--- src/rtl/aes_block_pack.sv ---
// Packs a byte stream into 128-bit AES blocks (first byte in the MSB lane), zero-padding on early tlast.
// Optional idle-flush of partial blocks is enabled by defining AES_PACK_TIMEOUT_EN.
module aes_block_pack #(
    parameter int TIMEOUT_CYCLES = 1024
) (
    input  logic         clk,
    input  logic         rst,
    input  logic [7:0]   s_axis_tdata,
    input  logic         s_axis_tvalid,
    output logic         s_axis_tready,
    input  logic         s_axis_tlast,
    output logic [127:0] m_axis_tdata,
    output logic         m_axis_tvalid,
    input  logic         m_axis_tready,
    output logic         m_axis_tlast,
    output logic [31:0]  blk_cnt
);

    typedef enum logic {
        FILL = 1'b0,
        HOLD = 1'b1
    } state_t;

    state_t         state_reg;
    logic [3:0]     idx_reg;
    logic [127:0]   pack_reg;
    logic [127:0]   pack_next;
    logic           s_tready_reg;
    logic           m_tvalid_reg;
    logic           m_tlast_reg;
    logic [31:0]    blk_cnt_reg;
    logic           in_beat;
    logic           out_beat;
    logic           blk_done;
    logic           timeout_fire;

    assign in_beat  = (state_reg == FILL) && s_tready_reg && s_axis_tvalid;
    assign out_beat = (state_reg == HOLD) && m_tvalid_reg && m_axis_tready;
    assign blk_done = in_beat && ((idx_reg == 4'd15) || s_axis_tlast);

    // Byte lane gi is written only when the incoming beat targets it; lane 0 is the MSB byte.
    generate
        for (genvar gi = 0; gi < 16; gi++) begin : g_lane
            assign pack_next[127 - 8*gi -: 8] = (in_beat && (idx_reg == 4'(gi)))
                                               ? s_axis_tdata
                                               : pack_reg[127 - 8*gi -: 8];
        end
    endgenerate

`ifdef AES_PACK_TIMEOUT_EN
    localparam int IDLE_W = $clog2(TIMEOUT_CYCLES + 1);
    localparam logic [IDLE_W-1:0] IDLE_LAST = IDLE_W'(TIMEOUT_CYCLES - 1);

    logic [IDLE_W-1:0] idle_reg;

    // Counts only while a partial block is waiting; any beat or leaving FILL restarts it.
    always_ff @(posedge clk) begin
        if (rst || (state_reg != FILL) || in_beat || (idx_reg == 4'd0)) begin
            idle_reg <= '0;
        end else begin
            idle_reg <= idle_reg + 1'b1;
        end
    end

    assign timeout_fire = (state_reg == FILL) && (idx_reg != 4'd0) && !in_beat
                          && (idle_reg == IDLE_LAST);
`else
    localparam int unused_timeout_cycles = TIMEOUT_CYCLES;

    assign timeout_fire = 1'b0;
`endif

    always_ff @(posedge clk) begin
        if (rst) begin
            state_reg    <= FILL;
            idx_reg      <= 4'd0;
            pack_reg     <= '0;
            s_tready_reg <= 1'b0;
            m_tvalid_reg <= 1'b0;
            m_tlast_reg  <= 1'b0;
            blk_cnt_reg  <= '0;
        end else begin
            case (state_reg)
                FILL: begin
                    if (blk_done || timeout_fire) begin
                        state_reg    <= HOLD;
                        pack_reg     <= pack_next;
                        s_tready_reg <= 1'b0;
                        m_tvalid_reg <= 1'b1;
                        m_tlast_reg  <= blk_done ? s_axis_tlast : 1'b1;
                    end else begin
                        s_tready_reg <= 1'b1;
                        if (in_beat) begin
                            pack_reg <= pack_next;
                            idx_reg  <= idx_reg + 4'd1;
                        end
                    end
                end
                HOLD: begin
                    if (out_beat) begin
                        state_reg    <= FILL;
                        idx_reg      <= 4'd0;
                        pack_reg     <= '0;
                        s_tready_reg <= 1'b1;
                        m_tvalid_reg <= 1'b0;
                        m_tlast_reg  <= 1'b0;
                        blk_cnt_reg  <= blk_cnt_reg + 32'd1;
                    end
                end
                default: begin
                    state_reg <= FILL;
                end
            endcase
        end
    end

    // The pack register doubles as the output word: it is zero outside a block and frozen in HOLD.
    assign m_axis_tdata  = pack_reg;
    assign m_axis_tvalid = m_tvalid_reg;
    assign m_axis_tlast  = m_tlast_reg;
    assign s_axis_tready = s_tready_reg;
    assign blk_cnt       = blk_cnt_reg;

endmodule

--- config.mk ---
export PLATFORM = sky130hd
export DESIGN_NAME = aes_block_pack
export DESIGN_NICKNAME = d
export VERILOG_FILES = /design/src/rtl/aes_block_pack.sv
export SDC_FILE = /design/constraint.sdc
export NUM_CORES = 1
export LEC_CHECK = 0
export ABC_CLOCK_PERIOD_IN_PS = 2000
export CORE_MARGIN = 3
export CORE_UTILIZATION = 40
export DETAILED_ROUTE_END_ITERATION = 8
export PLACE_DENSITY = 0.66
export REMOVE_ABC_BUFFERS = 1
export SLEW_MARGIN = 5
export SYNTH_ARGS = -nofsm -noshare
export SYNTH_HDL_FRONTEND = slang
export SYNTH_SLANG_ARGS = --single-unit
export TNS_END_PERCENT = 30
--- constraint.sdc ---
create_clock -name clk -period 2 [get_ports clk]
set_input_delay 0.6 -clock clk [delete_from_list [all_inputs] [get_ports clk]]
set_output_delay 0.6 -clock clk [all_outputs]
set_load 0.02 [all_outputs]
## Word level (Yosys, flattened, before mapping)

Index checks and enable logic that the tools add are counted.

| operators by class | value |
|---|---|
| bitwise gates (word level) | 1 |
| $add $sub $neg | 2 |
| multiplexer cells | 35 |
| reduce and logical (&&, ||, !) cells | 27 |
| equal/unequal tests | 20 |

Operators with widths:

| kind | number |
|---|---|
| $mux W128 | 3 |
| $pmux W128 S2 | 1 |
| $mux W8 | 16 |
| $add A32 B1 Y32 const B | 1 |
| $eq A4 B4 Y1 const B | 8 |
| $logic_and A1 B1 Y1 | 21 |
| $eq A4 B3 Y1 const B | 4 |
| $mux W4 | 3 |
| $eq A4 B2 Y1 const B | 2 |
| $pmux W1 S2 | 4 |
| $pmux W4 S2 | 1 |
| $mux W1 | 7 |
| $ne A2 B2 Y1 const B | 3 |
| $reduce_and A2 Y1 | 3 |
| $add A4 B1 Y4 const B | 1 |
| $eq A4 B1 Y1 const B | 1 |
| $logic_not A4 Y1 | 1 |
| $ne A3 B3 Y1 const B | 1 |
| $reduce_and A3 Y1 | 1 |
| $ne A2 B1 Y1 const B | 1 |
| $logic_or A1 B1 Y1 | 1 |
| $not A1 Y1 | 1 |

| word-level totals | value |
|---|---|
| input bits | 13 |
| register bits after elaboration | 168 |
| output and inout port bits | 163 |
| logic and storage cells | 92 |

## Longest topological paths before layout

| depth | value |
|---|---|
| word-level depth | 8 |
| mapped depth | 7 |
| depth with buffers taken out | 5 |

## Worst setup path after synthesis

OpenSTA, ideal clock, no wires.

| path | value |
|---|---|
| kind | reg2reg |
| start | register blk_cnt_reg[0], in the netlist blk_cnt[0] |
| end | register blk_cnt_reg[20], in the netlist blk_cnt[20] |
| cell stages (with the launch flop) | 7 |
| arrival | 1.986 ns |
| clock period less this slack | 2.107 ns |
| setup time | 0.121 ns |
| path slack | -0.107 ns |
| required time | 1.879 ns |
| buffers on the path | 1 |
| cells stage by stage | dfxtp_1 > ha_1 > nand4_1 > or4_4 > buf_6 > nor4_1 > mux2_2 |

| on the way | value |
|---|---|
| cells in the longest elaborated chain, start to end | 1 |

Ends and longest elaborated chain:

| item | line | RTL |
|---|---|---|
| start, declared | 31 | `logic [31:0] blk_cnt_reg;` |
| start signal, assigned | 107 | `blk_cnt_reg <= blk_cnt_reg + 32'd1;` |
| $add A32 B1 Y32 | 107 |  |

No other way between the ends.
A chain may end at the register's enable or synchronous reset.

## Worst setup path after layout

| path | value |
|---|---|
| start | register blk_cnt_reg[1], in the netlist blk_cnt[1] |
| end | register blk_cnt_reg[13], in the netlist blk_cnt[13] |

Same word-level chain as after synthesis.

==> summary by stage <==
Status
The flow ran to the end, and the final reports show no timing, DRC or antenna violations.

Power
The switching power share of the total is 23.92%. The part of the total power dissipated in sequential elements is 47.9%. In this run the power density over the cells is 683.4 nW/um^2.

The static leakage power is 4.977 nW. The clock network accounts for 46.8% of the total power. The highest ir drop seen on vdd is 684.0 uV. In this run the power spent charging and discharging nets is 0.001687 W.

The portion of total power attributed to combinational logic is 5.2%. Internal power comes to 0.005366 W.

GRT
The final global-route overflow total is 0. The first global-routing pass estimated 32170 um of wire. The initial antenna violation count is 0. The largest net degree at the start of global routing is 50. The via count of the first global-routing pass was 6011. In the global route stage, overall resource usage came out at 20.42%.

Min path
The endpoint of the worst hold path is m_axis_tdata[18]. The type of the worst min-delay path is reg -> reg. Along the worst hold path, the cell count comes to 2. The beginning of the worst hold path is m_axis_tdata[18].

Placement
The half-perimeter wire length after detailed placement is 13950 um. Once placement finished, the instance area stood at 9608 um^2. At the end of routability-driven placement, the weighted congestion stood at 0.8204.

The port buffer count is 175. The total instance count after detailed placement is 1229.

Synthesis
After synthesis, flip-flops and latches occupy 46.72% of the total area. The synthesized area per cell is 8.832 um^2. The flip-flop and latch count after synthesis is 168.

The count of distinct cell types in the synthesized netlist is 36. The summed instance area of the synthesized netlist is 7198 um^2. The total number of yosys warnings is 0. Synthesis handed over a netlist of 815 instances.

Setup path
The worst setup path is launched from a flop. STA puts the critical path data required time at 2.35 ns. For flop-to-flop paths, the worst setup slack is 0.003 ns. Along the worst path, the maximum fanout reaches 7. The signal on the critical path passes through buf_4 > nand3_2 > or4_4 > buf_4 > or3_1 > a21oi_1. The critical path is of the reg -> reg type. In this run the critical register-to-register path is launched from blk_cnt[1]. The largest stage delay on the critical path is 0.60 ns.

The critical-path cell with the highest stage delay is sky130_fd_sc_hd__or4_4. The dominant cell type by count on the critical path is sky130_fd_sc_hd__buf_4. The worst reg2reg path depth is 6.

Data on the critical path arrives at its endpoint at 2.35 ns. The capturing element type of the critical path is a flop. In this run the critical register-to-register path is captured at blk_cnt[13].

Finish
The final cell area excluding filler cells is 10320 um^2. The repair_antennas step left the layout with diodes totalling 0. In the layout the commonest cells are sky130_fd_sc_hd__dfxtp_1, sky130_fd_sc_hd__nand2_1, sky130_fd_sc_hd__nor2_1, sky130_fd_sc_hd__mux2_2, sky130_fd_sc_hd__dlygate4sd2_1.

The area growth from synthesis to layout is 43.39%. The net count of the finished layout is 1049. The register with the most flip-flops in the layout has 128 of them. The leading cell type in the layout, fill and taps excluded is sky130_fd_sc_hd__dfxtp_1.

Cells with a size suffix above 1 make up 25.00% of the layout. The finished layout holds 1269 standard cells, fillers aside. The area used by multi-input combinational logic is 3689 um^2. The count of filler cells inserted in the layout is 1582.

The sequential cells in the finished layout cover a total of 3372 um^2. At the end of the flow the core is filled with cells to 59.06%.

Detailed routing
Dividing the detail-routed wire length by the instance count gives 16.33 um. The number of search-and-repair iterations in the first detailed-routing pass is 4. The post-detailed-route count of antenna-violating nets is 0. The detailed-route vias per instance is 5.111. The number of vias after detailed routing is 6486. The post-route DRC violation count is 0.

The number of DRC violations after detailed-routing iteration 0 is 300. The total wire length is 20730 um.

STA
The final count of hold timing violations is 0. The total of endpoints with negative setup slack in the final report is 0. The clock period minus final worst setup slack is 1.997 ns.

Based on the critical path, the design can be clocked at up to 500.8 MHz. The worst max-slew margin expressed relative to the limit is 67.48%. The worst clock skew is 0.006844 ns. The number of pins exceeding their max-slew limit in the final report is 0. In the finished design, the share of the clock period the worst path needs comes to 99.84%. At the pin with the least slew margin, the transition time is 0.4868 ns.

Clocking
The CTS tree is yes. The deepest level of the CTS H-tree is 4. The maximum buffer depth of the clock tree is 2. The number of buffers added by the clock tree synthesis step is 17. The later pin in the worst-skew pair is clocked with a latency of 0.43 ns. The CTS clock-pin slew for the worst setup and hold paths is 0.07 ns. The number of clock sinks is 168.

The cell sitting at the root of the clock tree is a sky130_fd_sc_hd__clkbuf_16. The hold-fix buffer count after cts is 0.

Floorplan
From bottom edge to top edge, the die measures 140.1 um. The region available for standard cell placement spans 17480 um^2. Once the floorplan was initialized, standard cells occupied 41.19% of the core.

The boundary pin count is 176. Measured along the x axis, the die boundary spans 140.1 um. The die covers 19640 um^2. The row count is 48.

Job
Across the run, the number of max-cap violations was 0.
final cells by class:
class / count / area share, %
multi-input combinational: 584 / 35.74
sequential: 168 / 32.67
timing repair buffer: 251 / 22.84
clock buffer: 17 / 4.122
tap: 225 / 2.728
clock inverter: 15 / 1.576
inverter: 9 / 0.3273
timing repair:
action / 4_1_cts / 5_1_grt
gates resized for setup: 127 / 59
buffers inserted: 2 / 3
cloned: 2 / 1
setup endpoints to repair: 216 / 62
pin swaps: 10 / 5
cells by family after synthesis:
kind of cell / count (synthesis) / share of synthesized area, %
buffers and inverters: 66 / 3.650
AO/OA/AOI/OAI: 67 / 5.250
flip-flops: 168 / 46.72
AND/OR/NAND/NOR: 381 / 23.74
adder cells (fa/ha/maj): 5 / 0.8691
multiplexers: 121 / 18.91
XOR/XNOR: 7 / 0.8517
worst max-delay path by stage:
stage,from,to,slack [ns]
final,blk_cnt[1],blk_cnt[13],0.003
after global routing,blk_cnt[1],blk_cnt[13],-0.05
after CTS,blk_cnt[1],blk_cnt[20],-0.003
after detailed placement,m_axis_tready,blk_cnt[29],-0.68
after global placement,m_axis_tready,blk_cnt[25],-0.66
after floorplan,state_reg,blk_cnt[27],-2.78
through the flow:
stage	setup TNS (ns)	total power [W]	hold WS [ns]	worst slack [ns]
detailed placement	-73.47	0.003835	0.4453	-0.6823
CTS	-0.002501	0.007122	0.4530	-0.002501
finish	0	0.007053	0.4489	0.003283
global route	-0.1221	0.007300	0.4676	-0.05097
global placement	-68.55	0.003832	0.4377	-0.6558
floorplan	-221.97	0.003589	0.4728	-2.777
routing by layer:
metal | vias to the layer above | global-route usage, % | share of wire [%]
met3 | 11 | 8.330 | 8.9
met1 | 3088 | 26.18 | 43
met4 | 0 | 3.366 | 0.69
met5 | - | 0 | 0
li1 | 3204 | - | -
met2 | 183 | 33.01 | 47
power by group through the flow:
stage	clock, W	combinational (W)	sequential [W]
after floorplan	0	0.000112	0.00348
after global placement	0	0.000373	0.00346
after detailed placement	0	0.000376	0.00346
after CTS	0.00337	0.000370	0.00338
after global routing	0.00352	0.000399	0.00338
final	0.00330	0.000369	0.00338
synthesized netlist by cell type:
cell type | n | area share [%]
sky130_fd_sc_hd__or4_1 | 14 | 1.5
sky130_fd_sc_hd__or2_2 | 9 | 0.78
sky130_fd_sc_hd__or4_4 | 2 | 0.31
sky130_fd_sc_hd__dfxtp_1 | 168 | 47
sky130_fd_sc_hd__o2bb2ai_1 | 1 | 0.12
sky130_fd_sc_hd__nor2_1 | 129 | 6.7
sky130_fd_sc_hd__or3_1 | 12 | 1.0
sky130_fd_sc_hd__and3b_1 | 2 | 0.24
sky130_fd_sc_hd__o21ai_0 | 12 | 0.83
sky130_fd_sc_hd__nand2b_1 | 8 | 0.70
sky130_fd_sc_hd__nand4_1 | 7 | 0.61
sky130_fd_sc_hd__mux2_2 | 120 | 19
sky130_fd_sc_hd__nor3b_1 | 1 | 0.10
sky130_fd_sc_hd__nand4bb_1 | 1 | 0.16
sky130_fd_sc_hd__o31ai_1 | 12 | 1.3
sky130_fd_sc_hd__buf_6 | 2 | 0.31
sky130_fd_sc_hd__nand4b_1 | 1 | 0.12
sky130_fd_sc_hd__ha_1 | 5 | 0.87
sky130_fd_sc_hd__xor2_1 | 1 | 0.12
sky130_fd_sc_hd__a31oi_1 | 4 | 0.35
sky130_fd_sc_hd__and2_1 | 2 | 0.17
sky130_fd_sc_hd__clkbuf_1 | 55 | 2.9
sky130_fd_sc_hd__nand4_2 | 1 | 0.17
sky130_fd_sc_hd__nor4bb_1 | 1 | 0.14
sky130_fd_sc_hd__a41oi_1 | 1 | 0.12
sky130_fd_sc_hd__inv_1 | 9 | 0.47
sky130_fd_sc_hd__and4_1 | 2 | 0.24
sky130_fd_sc_hd__nor4_1 | 2 | 0.17
sky130_fd_sc_hd__mux2i_1 | 1 | 0.14
sky130_fd_sc_hd__nor3_1 | 4 | 0.28
sky130_fd_sc_hd__and3_1 | 4 | 0.35
sky130_fd_sc_hd__nor2b_1 | 3 | 0.26
sky130_fd_sc_hd__a21oi_1 | 37 | 2.6
sky130_fd_sc_hd__nand3_1 | 30 | 2.1
sky130_fd_sc_hd__nand2_1 | 146 | 7.6
sky130_fd_sc_hd__xnor2_1 | 6 | 0.73
worst max-delay path: cells and delay by family, from the launching register on:
kind | cells | cell delay [ns]
AND/OR/NAND/NOR | 3 | 1.08
flip-flops | 1 | 0.37
buffers and inverters | 2 | 0.28
AO/OA/AOI/OAI | 1 | 0.18
Power figures use the tool's default switching activity.
==> RTL edit (same flow settings) <==
Build with the macro `AES_PACK_TIMEOUT_EN` defined.
--- a/src/rtl/aes_block_pack.sv
+++ b/src/rtl/aes_block_pack.sv
@@ -1,5 +1,7 @@
 // Packs a byte stream into 128-bit AES blocks (first byte in the MSB lane), zero-padding on early tlast.
 // Optional idle-flush of partial blocks is enabled by defining AES_PACK_TIMEOUT_EN.
+`define AES_PACK_TIMEOUT_EN
+
 module aes_block_pack #(
     parameter int TIMEOUT_CYCLES = 1024
 ) (
Formal check against the unedited RTL: same outputs for any inputs over 4 cycles, from zero or initial values and one cycle with rst high; that may be too few to reach the edited logic, so the function may still have changed.
==> RTL edit against the original RTL <==
Sequential power rose by 6.5%; area after synthesis rose by 3.5%; sequential share of layout area grew 0.60 points; routed wire length grew 0.32%; global-route usage shrank 0.12 points; sequential cell count grew 11; highest routed layer unchanged; setup slack gained 0.024 ns; non-clock buffer count fell by 2; cell area rose by 4.6%; maximum frequency grew 1.2%; power up 4.4%.
==> RTL edit: results (changes against the original RTL) <==
stage,metric,value,unit,change
placed_design,dp.cells,1230,,was 1229
grt,grt_first_pass_wirelength,32800,um,was 32200 um
status,status,"complete, no violations",,unchanged
routing,first_pass_iters,5,,was 4
routing,vias_per_cell,5.16,,was 5.11
placed_design,finalWeightedCongestion,0.814,,was 0.820
final_layout,layout-drive-gt1-share,0.176,,was 0.250
placed_design,hpwl,14100,um,was 14000 um
routing,drt_iter0_drc,447,,was 300
worst_setup_path,slowest_delay,0.58,ns,was 0.60 ns
worst_setup_path,crit_type,reg2reg,,unchanged
worst_setup_path,r2r-end,blk_cnt[28],,was blk_cnt[13]
worst_setup_path,r2r_setup_slack,0.03,ns,was 0.003 ns
yosys,yosysSeqAreaShare,0.481,,was 0.467
timing,skew,0.00992,ns,was 0.00684 ns
final_layout,nFillCells,1624,,was 1582
timing,tightest_slew,0.541,ns,was 0.487 ns
grt,grt_pass1_vias,6158,,was 6011
yosys,yosys-top-cells-count,"dfxtp_1, nor2_1, mux2i_1",,"was dfxtp_1, nand2_1, nor2_1"
pwr,leakage,0.00584,uW,was 0.00498 uW
worst_setup_path,critPathMaxFanout,4,,was 7
yosys,netlist_top_cells_area,"dfxtp_1, mux2i_1, nor2_1",,"was dfxtp_1, mux2_2, nand2_1"
yosys,avgSynthCellArea,9.17,sq um,was 8.83 sq um
yosys,synth.distinct_cells,43,,was 36
pwr,p_sw,1700,uW,was 1690 uW
routing,drt_wl_total,20800,um,was 20700 um
final_layout,fin_cells,1263,,was 1269
pwr,irDropWorstVdd,589,uV,was 684 uV
final_layout,nets,1040,,was 1049
grt,grt_usage,0.203,,was 0.204
routing,wl_met1,9530,um,was 8890 um
grt,grt_max_degree,77,,was 50
yosys,synth_area,7450,sq um,was 7200 sq um
routing,dr_wl_met3,1330,um,was 1850 um
yosys,yosysTopAreaCell,dfxtp_1,,unchanged
worst_setup_path,arrival,2.33,ns,was 2.35 ns
==> RTL edit: changes by cell type in the layout (fill, tap and decap cells not counted), sizes merged, moves of 11 or more <==
cell	change
a21oi	+13
nand2	-84
dlygate4sd2	-29
dfxtp	+11
nor2b	+11
nand3	+16
mux2i	+71
nand4	+17
mux2	-83
clkdlybuf4s50	+12
dlymetal6s2s	+19
==> RTL edit: final cells by class <==
type                       instances  area (sq um)  area share
clock inverter                    11           128      0.0118
sequential                       179          3590       0.333
inverter                           9          33.8     0.00313
multi-input combinational        565          3740       0.347
timing repair buffer             249          2550       0.236
tap                              229           287      0.0265
clock buffer                      21           460      0.0427
==> RTL edit: per-stage QoR <==
step	setup slack, ns	instance area (sq um)	hold slack (ns)
after floorplan	-1.42	7220	0.430
after global placement	-0.788	9960	0.443
after detailed placement	-0.811	9960	0.458
after CTS	0.000265	10500	0.468
after global routing	-0.0184	10800	0.487
final	0.0273	10800	0.467
==> RTL edit: per-layer routing <==
layer / track usage / vias up
li1: - / 3231
met1: 0.278 / 3094
met2: 0.313 / 166
met3: 0.0524 / 30
met4: 0.0675 / 0
met5: 0 / -
==> RTL edit: worst max-delay path: cells and delay by family (launching register included) <==
family | cells | cell delay [ns]
and+or+nand+nor | 3 | 1.15
DFF | 1 | 0.35
adders and majority gates | 1 | 0.14
buffers and inverters | 1 | 0.14
AOI/OAI and AO/OA | 1 | 0.13
==> RTL edit: worst min-delay path by stage <==
| stage | startpoint | end | slack, ns | cells past startpoint |
|---|---|---|---|---|
| floorplan | idle_reg[0] | idle_reg[0] | 0.43 | 1 |
| global placement | idle_reg[0] | idle_reg[0] | 0.44 | 1 |
| detailed placement | m_axis_tlast | m_axis_tlast | 0.46 | 2 |
| CTS | m_axis_tdata[40] | m_axis_tdata[40] | 0.47 | 2 |
| global route | m_axis_tdata[36] | m_axis_tdata[36] | 0.49 | 2 |
| finish | m_axis_tdata[40] | m_axis_tdata[40] | 0.47 | 2 |
==> RTL edit: cell families (layout without fill, tap and decap cells) <==
logic type	after synthesis	count (layout)	share of synthesized area
compound gates	84	84	0.0739
xor+xnor	18	18	0.0212
fa+ha+maj	6	6	0.0101
buf+inv	69	290	0.0363
flops	179	179	0.481
mux	109	109	0.153
simple gates	348	348	0.225
==> RTL edit: repair_timing <==
item | CTS | global route
buffers inserted | 1 | 0
gates resized for setup | 95 | 99
setup endpoints to repair | 110 | 81
gates cloned | 0 | 0
pin swaps | 4 | 22
==> RTL edit: power by group through the flow <==
stage	logic [uW]	registers [uW]	clock network, uW
floorplan	145	3710	0
global placement	438	3690	0
detailed placement	439	3690	0
CTS	432	3600	3400
global route	464	3610	3550
finish	431	3600	3330
